## config.mk

```make
export PLATFORM = sky130hd
export DESIGN_NAME = relu_stream_layer
export DESIGN_NICKNAME = d
export VERILOG_FILES = /design/src/rtl/relu_stream_pkg.sv /design/src/rtl/relu_lane_act.sv /design/src/rtl/relu_stream_layer.sv
export SDC_FILE = /design/constraint.sdc
export NUM_CORES = 1
export LEC_CHECK = 0
export BUFFER_PORTS_ARGS = -buffer_cell sky130_fd_sc_hd__buf_2
export CORE_ASPECT_RATIO = 1.75
export CORE_MARGIN = 1.5
export CORE_UTILIZATION = 55
export CTS_CLUSTER_SIZE = 16
export DETAILED_ROUTE_END_ITERATION = 12
export GPL_TIMING_DRIVEN = 1
export PLACE_DENSITY = 0.8
export SETUP_SLACK_MARGIN = 0.3
export SKIP_CTS_REPAIR_TIMING = 1
export SLEW_MARGIN = 20
export SYNTH_ARGS = -nofsm -noshare
export SYNTH_HDL_FRONTEND = slang
export SYNTH_SLANG_ARGS = --single-unit
```

## constraint.sdc

```tcl
create_clock -name clk -period 9.3 [get_ports clk]
set_clock_uncertainty 0.05 [all_clocks]
set_input_delay 1.395 -clock clk [delete_from_list [all_inputs] [get_ports clk]]
set_output_delay 1.395 -clock clk [all_outputs]
set_load 0.05 [all_outputs]
```

## src/rtl/relu_stream_pkg.sv

```systemverilog
// Shared types for the streaming activation layer: activation modes and
// the two-state beat sequencer encoding.
package relu_stream_pkg;

  localparam int MODE_W = 2;

  typedef enum logic [MODE_W-1:0] {
    BYPASS = 2'd0,
    RELU   = 2'd1,
    LEAKY  = 2'd2,
    CLIP   = 2'd3
  } act_mode_t;

  typedef enum logic {
    IDLE = 1'b0,
    BUSY = 1'b1
  } state_t;

endpackage

```

## src/rtl/relu_lane_act.sv

```systemverilog
// Single-element activation (bypass / relu / leaky relu / clipped relu).
// Purely combinational; results always fit WIDTH so no saturation is needed.
module relu_lane_act
  import relu_stream_pkg::*;
#(
  parameter int WIDTH      = 10,
  parameter int LEAK_SHIFT = 3
) (
  input  act_mode_t               mode,
  input  logic signed [WIDTH-1:0] x,
  input  logic signed [WIDTH-1:0] clip_val,
  output logic signed [WIDTH-1:0] y
);

  logic signed [WIDTH-1:0] ceil_s;

  // Select the activation; a negative ceiling collapses clipped mode to zero.
  always_comb begin
    ceil_s = clip_val[WIDTH-1] ? '0 : clip_val;
    y      = x;
    case (mode)
      BYPASS: y = x;
      RELU: begin
        if (x[WIDTH-1]) y = '0;
        else            y = x;
      end
      LEAKY: begin
        if (x[WIDTH-1]) y = x >>> LEAK_SHIFT;
        else            y = x;
      end
      CLIP: begin
        if (x[WIDTH-1])      y = '0;
        else if (x > ceil_s) y = ceil_s;
        else                 y = x;
      end
      default: y = x;
    endcase
  end

endmodule

```

## src/rtl/relu_stream_layer.sv

```systemverilog
// Streaming activation layer: accepts a SIZE-element vector, emits SIZE/LANES
// activated beats. Optional negative-element counter under RELU_STATS_EN.
module relu_stream_layer
  import relu_stream_pkg::*;
#(
  parameter int WIDTH      = 10,
  parameter int NFRAC      = 5,
  parameter int SIZE       = 32,
  parameter int LANES      = 8,
  parameter int LEAK_SHIFT = 3
) (
  input  logic                     clk,
  input  logic                     rst_n,
  input  logic [MODE_W-1:0]        mode,
  input  logic [WIDTH-1:0]         clip_val,
  input  logic                     in_valid,
  output logic                     in_ready,
  input  logic [WIDTH*SIZE-1:0]    in_data,
  output logic                     out_valid,
  input  logic                     out_ready,
  output logic [WIDTH*LANES-1:0]   out_data,
  output logic                     out_last
`ifdef RELU_STATS_EN
  ,
  output logic [$clog2(SIZE+1)-1:0] neg_count
`endif
);

  localparam int NBEATS = SIZE / LANES;
  localparam int CNT_W  = (NBEATS > 1) ? $clog2(NBEATS) : 1;
  localparam logic [CNT_W-1:0] LAST_CNT = CNT_W'(NBEATS - 1);
  localparam logic SINGLE_BEAT = (NBEATS == 1);

  if ((SIZE % LANES) != 0 || NFRAC >= WIDTH) begin : g_cfg_check
    $error("relu_stream_layer: SIZE must be a multiple of LANES and NFRAC < WIDTH");
  end

  state_t                   state_q, state_d;
  logic [WIDTH*SIZE-1:0]    vec_q, vec_d;
  act_mode_t                mode_q, mode_d;
  logic [WIDTH-1:0]         clip_q, clip_d;
  logic [CNT_W-1:0]         cnt_q, cnt_d;
  logic                     out_valid_q, out_valid_d;
  logic                     out_last_q, out_last_d;
  logic [WIDTH*LANES-1:0]   out_data_q, out_data_d;

  logic                     accept_s, advance_s, finish_s;
  logic [WIDTH*SIZE-1:0]    src_vec_s;
  act_mode_t                src_mode_s;
  logic [WIDTH-1:0]         src_clip_s;
  logic [CNT_W-1:0]         sel_s;
  logic [WIDTH*LANES-1:0]   beat_s [NBEATS];
  logic [WIDTH*LANES-1:0]   cur_beat_s;
  logic [WIDTH*LANES-1:0]   act_beat_s;

  assign in_ready  = (state_q == IDLE) || (out_valid_q && out_ready && out_last_q);
  assign accept_s  = in_valid && in_ready;
  assign advance_s = out_valid_q && out_ready && !out_last_q;
  assign finish_s  = out_valid_q && out_ready && out_last_q;

  // Beat 0 is activated straight from the incoming vector on the accept edge.
  always_comb begin
    if (accept_s) begin
      src_vec_s  = in_data;
      src_mode_s = act_mode_t'(mode);
      src_clip_s = clip_val;
      sel_s      = '0;
    end else begin
      src_vec_s  = vec_q;
      src_mode_s = mode_q;
      src_clip_s = clip_q;
      sel_s      = cnt_q + CNT_W'(1);
    end
  end

  for (genvar b = 0; b < NBEATS; b++) begin : g_beat
    assign beat_s[b] = src_vec_s[b*LANES*WIDTH +: LANES*WIDTH];
  end

  assign cur_beat_s = beat_s[sel_s];

  for (genvar l = 0; l < LANES; l++) begin : g_lane
    relu_lane_act #(
      .WIDTH      (WIDTH),
      .LEAK_SHIFT (LEAK_SHIFT)
    ) u_act (
      .mode     (src_mode_s),
      .x        (cur_beat_s[l*WIDTH +: WIDTH]),
      .clip_val (src_clip_s),
      .y        (act_beat_s[l*WIDTH +: WIDTH])
    );
  end

  // Sequencer next state: a same-edge accept wins over end-of-vector.
  always_comb begin
    state_d     = state_q;
    vec_d       = vec_q;
    mode_d      = mode_q;
    clip_d      = clip_q;
    cnt_d       = cnt_q;
    out_valid_d = out_valid_q;
    out_last_d  = out_last_q;
    out_data_d  = out_data_q;
    if (accept_s) begin
      state_d     = BUSY;
      vec_d       = in_data;
      mode_d      = act_mode_t'(mode);
      clip_d      = clip_val;
      cnt_d       = '0;
      out_valid_d = 1'b1;
      out_last_d  = SINGLE_BEAT;
      out_data_d  = act_beat_s;
    end else if (advance_s) begin
      cnt_d       = cnt_q + CNT_W'(1);
      out_last_d  = ((cnt_q + CNT_W'(1)) == LAST_CNT);
      out_data_d  = act_beat_s;
    end else if (finish_s) begin
      state_d     = IDLE;
      out_valid_d = 1'b0;
      out_last_d  = 1'b0;
    end else begin
      state_d     = state_q;
    end
  end

  // Sequencer and output registers.
  always_ff @(posedge clk or negedge rst_n) begin
    if (!rst_n) begin
      state_q     <= IDLE;
      vec_q       <= '0;
      mode_q      <= BYPASS;
      clip_q      <= '0;
      cnt_q       <= '0;
      out_valid_q <= 1'b0;
      out_last_q  <= 1'b0;
      out_data_q  <= '0;
    end else begin
      state_q     <= state_d;
      vec_q       <= vec_d;
      mode_q      <= mode_d;
      clip_q      <= clip_d;
      cnt_q       <= cnt_d;
      out_valid_q <= out_valid_d;
      out_last_q  <= out_last_d;
      out_data_q  <= out_data_d;
    end
  end

  assign out_valid = out_valid_q;
  assign out_last  = out_last_q;
  assign out_data  = out_data_q;

`ifdef RELU_STATS_EN
  localparam int NEG_W = $clog2(SIZE + 1);

  logic [NEG_W-1:0] neg_q, neg_d, neg_pop_s;

  // Count sign bits of the incoming vector; latched only on accept.
  always_comb begin
    neg_pop_s = '0;
    for (int i = 0; i < SIZE; i++) begin
      neg_pop_s = neg_pop_s + NEG_W'(in_data[i*WIDTH + WIDTH - 1]);
    end
    if (accept_s) neg_d = neg_pop_s;
    else          neg_d = neg_q;
  end

  // Negative-count register.
  always_ff @(posedge clk or negedge rst_n) begin
    if (!rst_n) neg_q <= '0;
    else        neg_q <= neg_d;
  end

  assign neg_count = neg_q;
`endif

endmodule

```

==> results.yml <==
outcome:
  status: "completed"
logic_synthesis:
  syn_nets: 3108
  synthCells: 2707
  syn_area_per_cell_um2: 8.538
  ys.flop_type: "dfrtp_1"
  yosys_warnings: 0
  synth_top_cell_by_area: "dfrtp_1"
  synth.cell_area_mm2: 0.02311
  ys_seq_area_share_pct: 45.04
  synth_seq_cells: 416
  ys_async_sr_fraction_pct: 100.0
  synth_top_cell_area_share_pct: 45.04
  yosys-top-cells-area: "dfrtp_1 (45%), nand2_1 (17%), mux2i_1 (4.2%), ha_1 (3.5%), mux4_2 (3.4%)"
  synth_edf_count: 0
  synth_cell_types: 82
drt:
  routed_via_density: 6.061
  firstDrtPassIters: 8
  drc_errors: 0
  vias: 21976
  first_iter_violations: 2190
  drtAntennaViolNets: 0
  wl_mm: 82.93
  wl_per_cell_um: 22.87
critical_path:
  critPathMaxStageDelay_ns: 0.75
  slowest_stage: "a221oi_1"
  r2r-start: "cnt_q[0]"
  crit_path_end_kind: "flip-flop"
  start_kind: "primary input"
  crit_start: "in_valid"
  critPathRequiredTime_ns: 9.63
  cp_max_fo: 61
  crit_arrival_ns: 6.78
  path_cells: "buf_2, buf_4, inv_1, nor2_4, buf_4, mux2i_1, o22ai_1, a221oi_1, inv_1, ha_1, nand3_1, nor2_1, a211o_1, o311ai_4, mux2i_1, a2111oi_0, a311oi_1"
  crit_type: "primary input to flip-flop"
clock_tree:
  worstSkewPairLatency_ns: 0.57
  cts_max_level: 2
  cts_buffers: 40
  path_clk_slew_ns: 0.06
  cts_tree: "built"
  cts.sinks: 416
  clockRootBuffer: "clkbuf_16"
  ctsLongestPathBuffers: 3
layout:
  most-common-layout-cells: "nand2_1 (1071), buf_2 (417), dfrtp_1 (415), a21oi_1 (117), nor2_1 (114)"
  drive_above_1_share_pct: 20.29
  final_nets: 3431
  finish.utilization_pct: 64.58
  syn_to_final_growth_pct: 16.29
  final_common_cell: "nand2_1"
floorplanning:
  floorplan.initialDensity_pct: 55.53
  fp.dieW_um: 158.0
  die_h_um: 274.2
  design.die.area_mm2: 0.04331
  boundaryPins: 419
  rows: 99
  coreArea_mm2: 0.04162
timing:
  finalSetupTns_ns: 0
  hold_violations: 0
  layout_min_cycle_time_ns: 6.447
  rsz0062_at_grt: "false"
  finalMaxSlewViolations: 0
  period_share_pct: 69.32
  finalSetupViolations: 0
  max_freq_mhz: 155.1
  relSlewSlack_pct: 19.83
  tightest_slew_ns: 1.169
placed_design:
  gp_congestion: 0.9941
  numPortBuffers: 418
  hpwl_mm: 59.28
global_route:
  grt_pass1_vias: 21559
  grt_usage_pct: 38.36
  grt_pass1_wl_mm: 124.3
  grt.overflow.total: 0
  grt_antenna_before_repair: 10
  grt_max_degree: 157
hold_path:
  hold_start: "clip_q[5]"
  hp-class: "flip-flop to flip-flop"
flow_run:
  cap_violations: 0
-- Yosys cell counts, types with 33 or more instances --
library cell  count
ha_1             65
nor2_1          116
o21ai_0          96
inv_1            62
clkbuf_1         83
nand2_1        1071
nand3_1          44
a21oi_1         118
mux4_2           35
buf_2            71
dfrtp_1         416
nor3_1           35
mux2i_1          98
mux2_2           33
-- worst paths after layout --
kind | cells after the start | slack (ns) | end
worst min register to register | 2 | 0.42 | clip_q[5]
worst max-delay path | 17 | 2.85 | out_data[71]
worst min-delay path | 2 | 0.42 | clip_q[5]
max in group asynchronous | 2 | 6.80 | cnt_q[0]
worst max register to register | 15 | 3.17 | out_data[71]
min in group asynchronous | 1 | 0.82 | vec_q[180]
-- routing by layer --
metal,wire (µm),up-vias,part of all wire [%],global-route usage (%)
li1,-,9859,-,-
met1,31050,10597,37,48.62
met2,38420,1229,46,59.72
met3,7010,291,8.5,6.575
met4,6441,0,7.8,26.46
met5,0,-,0,0
-- flip-flops by register name (all words and copies together) (netlist names) --
signal and count:
clip_q 10, cnt_q 2, mode_q 2, out_data 80, out_last 1, out_valid 1, vec_q 320
-- through the flow --
| stage | setup WS, ns | instances | area, µm² | hold WS (ns) |
|---|---|---|---|---|
| after global routing | 2.463 | 3623 | 26870 | 0.4327 |
| final | 2.853 | 3626 | 26880 | 0.4179 |
| after detailed placement | 2.477 | 3543 | 25450 | 0.4025 |
| after floorplan | 3.928 | 2707 | 23110 | 0.3788 |
| after CTS | 3.017 | 3615 | 26850 | 0.4178 |
| after global placement | 2.720 | 3543 | 25450 | 0.3945 |
-- worst max-delay path, delay by kind of cell --
family	cells	cell delay (ns)
simple gates	3	0.71
compound gates	6	2.41
mux	2	0.47
buf+inv	5	1.41
fa+ha+maj	1	0.35
-- logic make-up after synthesis --
logic type | after synthesis | synth area share, %
AO/OA/AOI/OAI | 470 | 13.78
XOR/XNOR | 8 | 0.3032
multiplexers | 168 | 9.490
AND/OR/NAND/NOR | 1331 | 22.88
adder cells (fa/ha/maj) | 75 | 3.963
flip-flops | 416 | 45.04
buffers and inverters | 239 | 4.542
-- layout make-up --
cell class | instances | area [µm²]
Antenna cell | 11 | 27.53
Clock buffer | 58 | 1190
Clock inverter | 14 | 201.4
Fill cell | 3554 | 14740
Inverter | 64 | 240.2
Multi-Input combinational cell | 2052 | 11690
Sequential cell | 416 | 10410
Tap cell | 555 | 694.4
Timing Repair Buffer | 456 | 2416
Power is not shown: default switching activity piles up to over one toggle a cycle in this logic, so the estimate is an artifact.
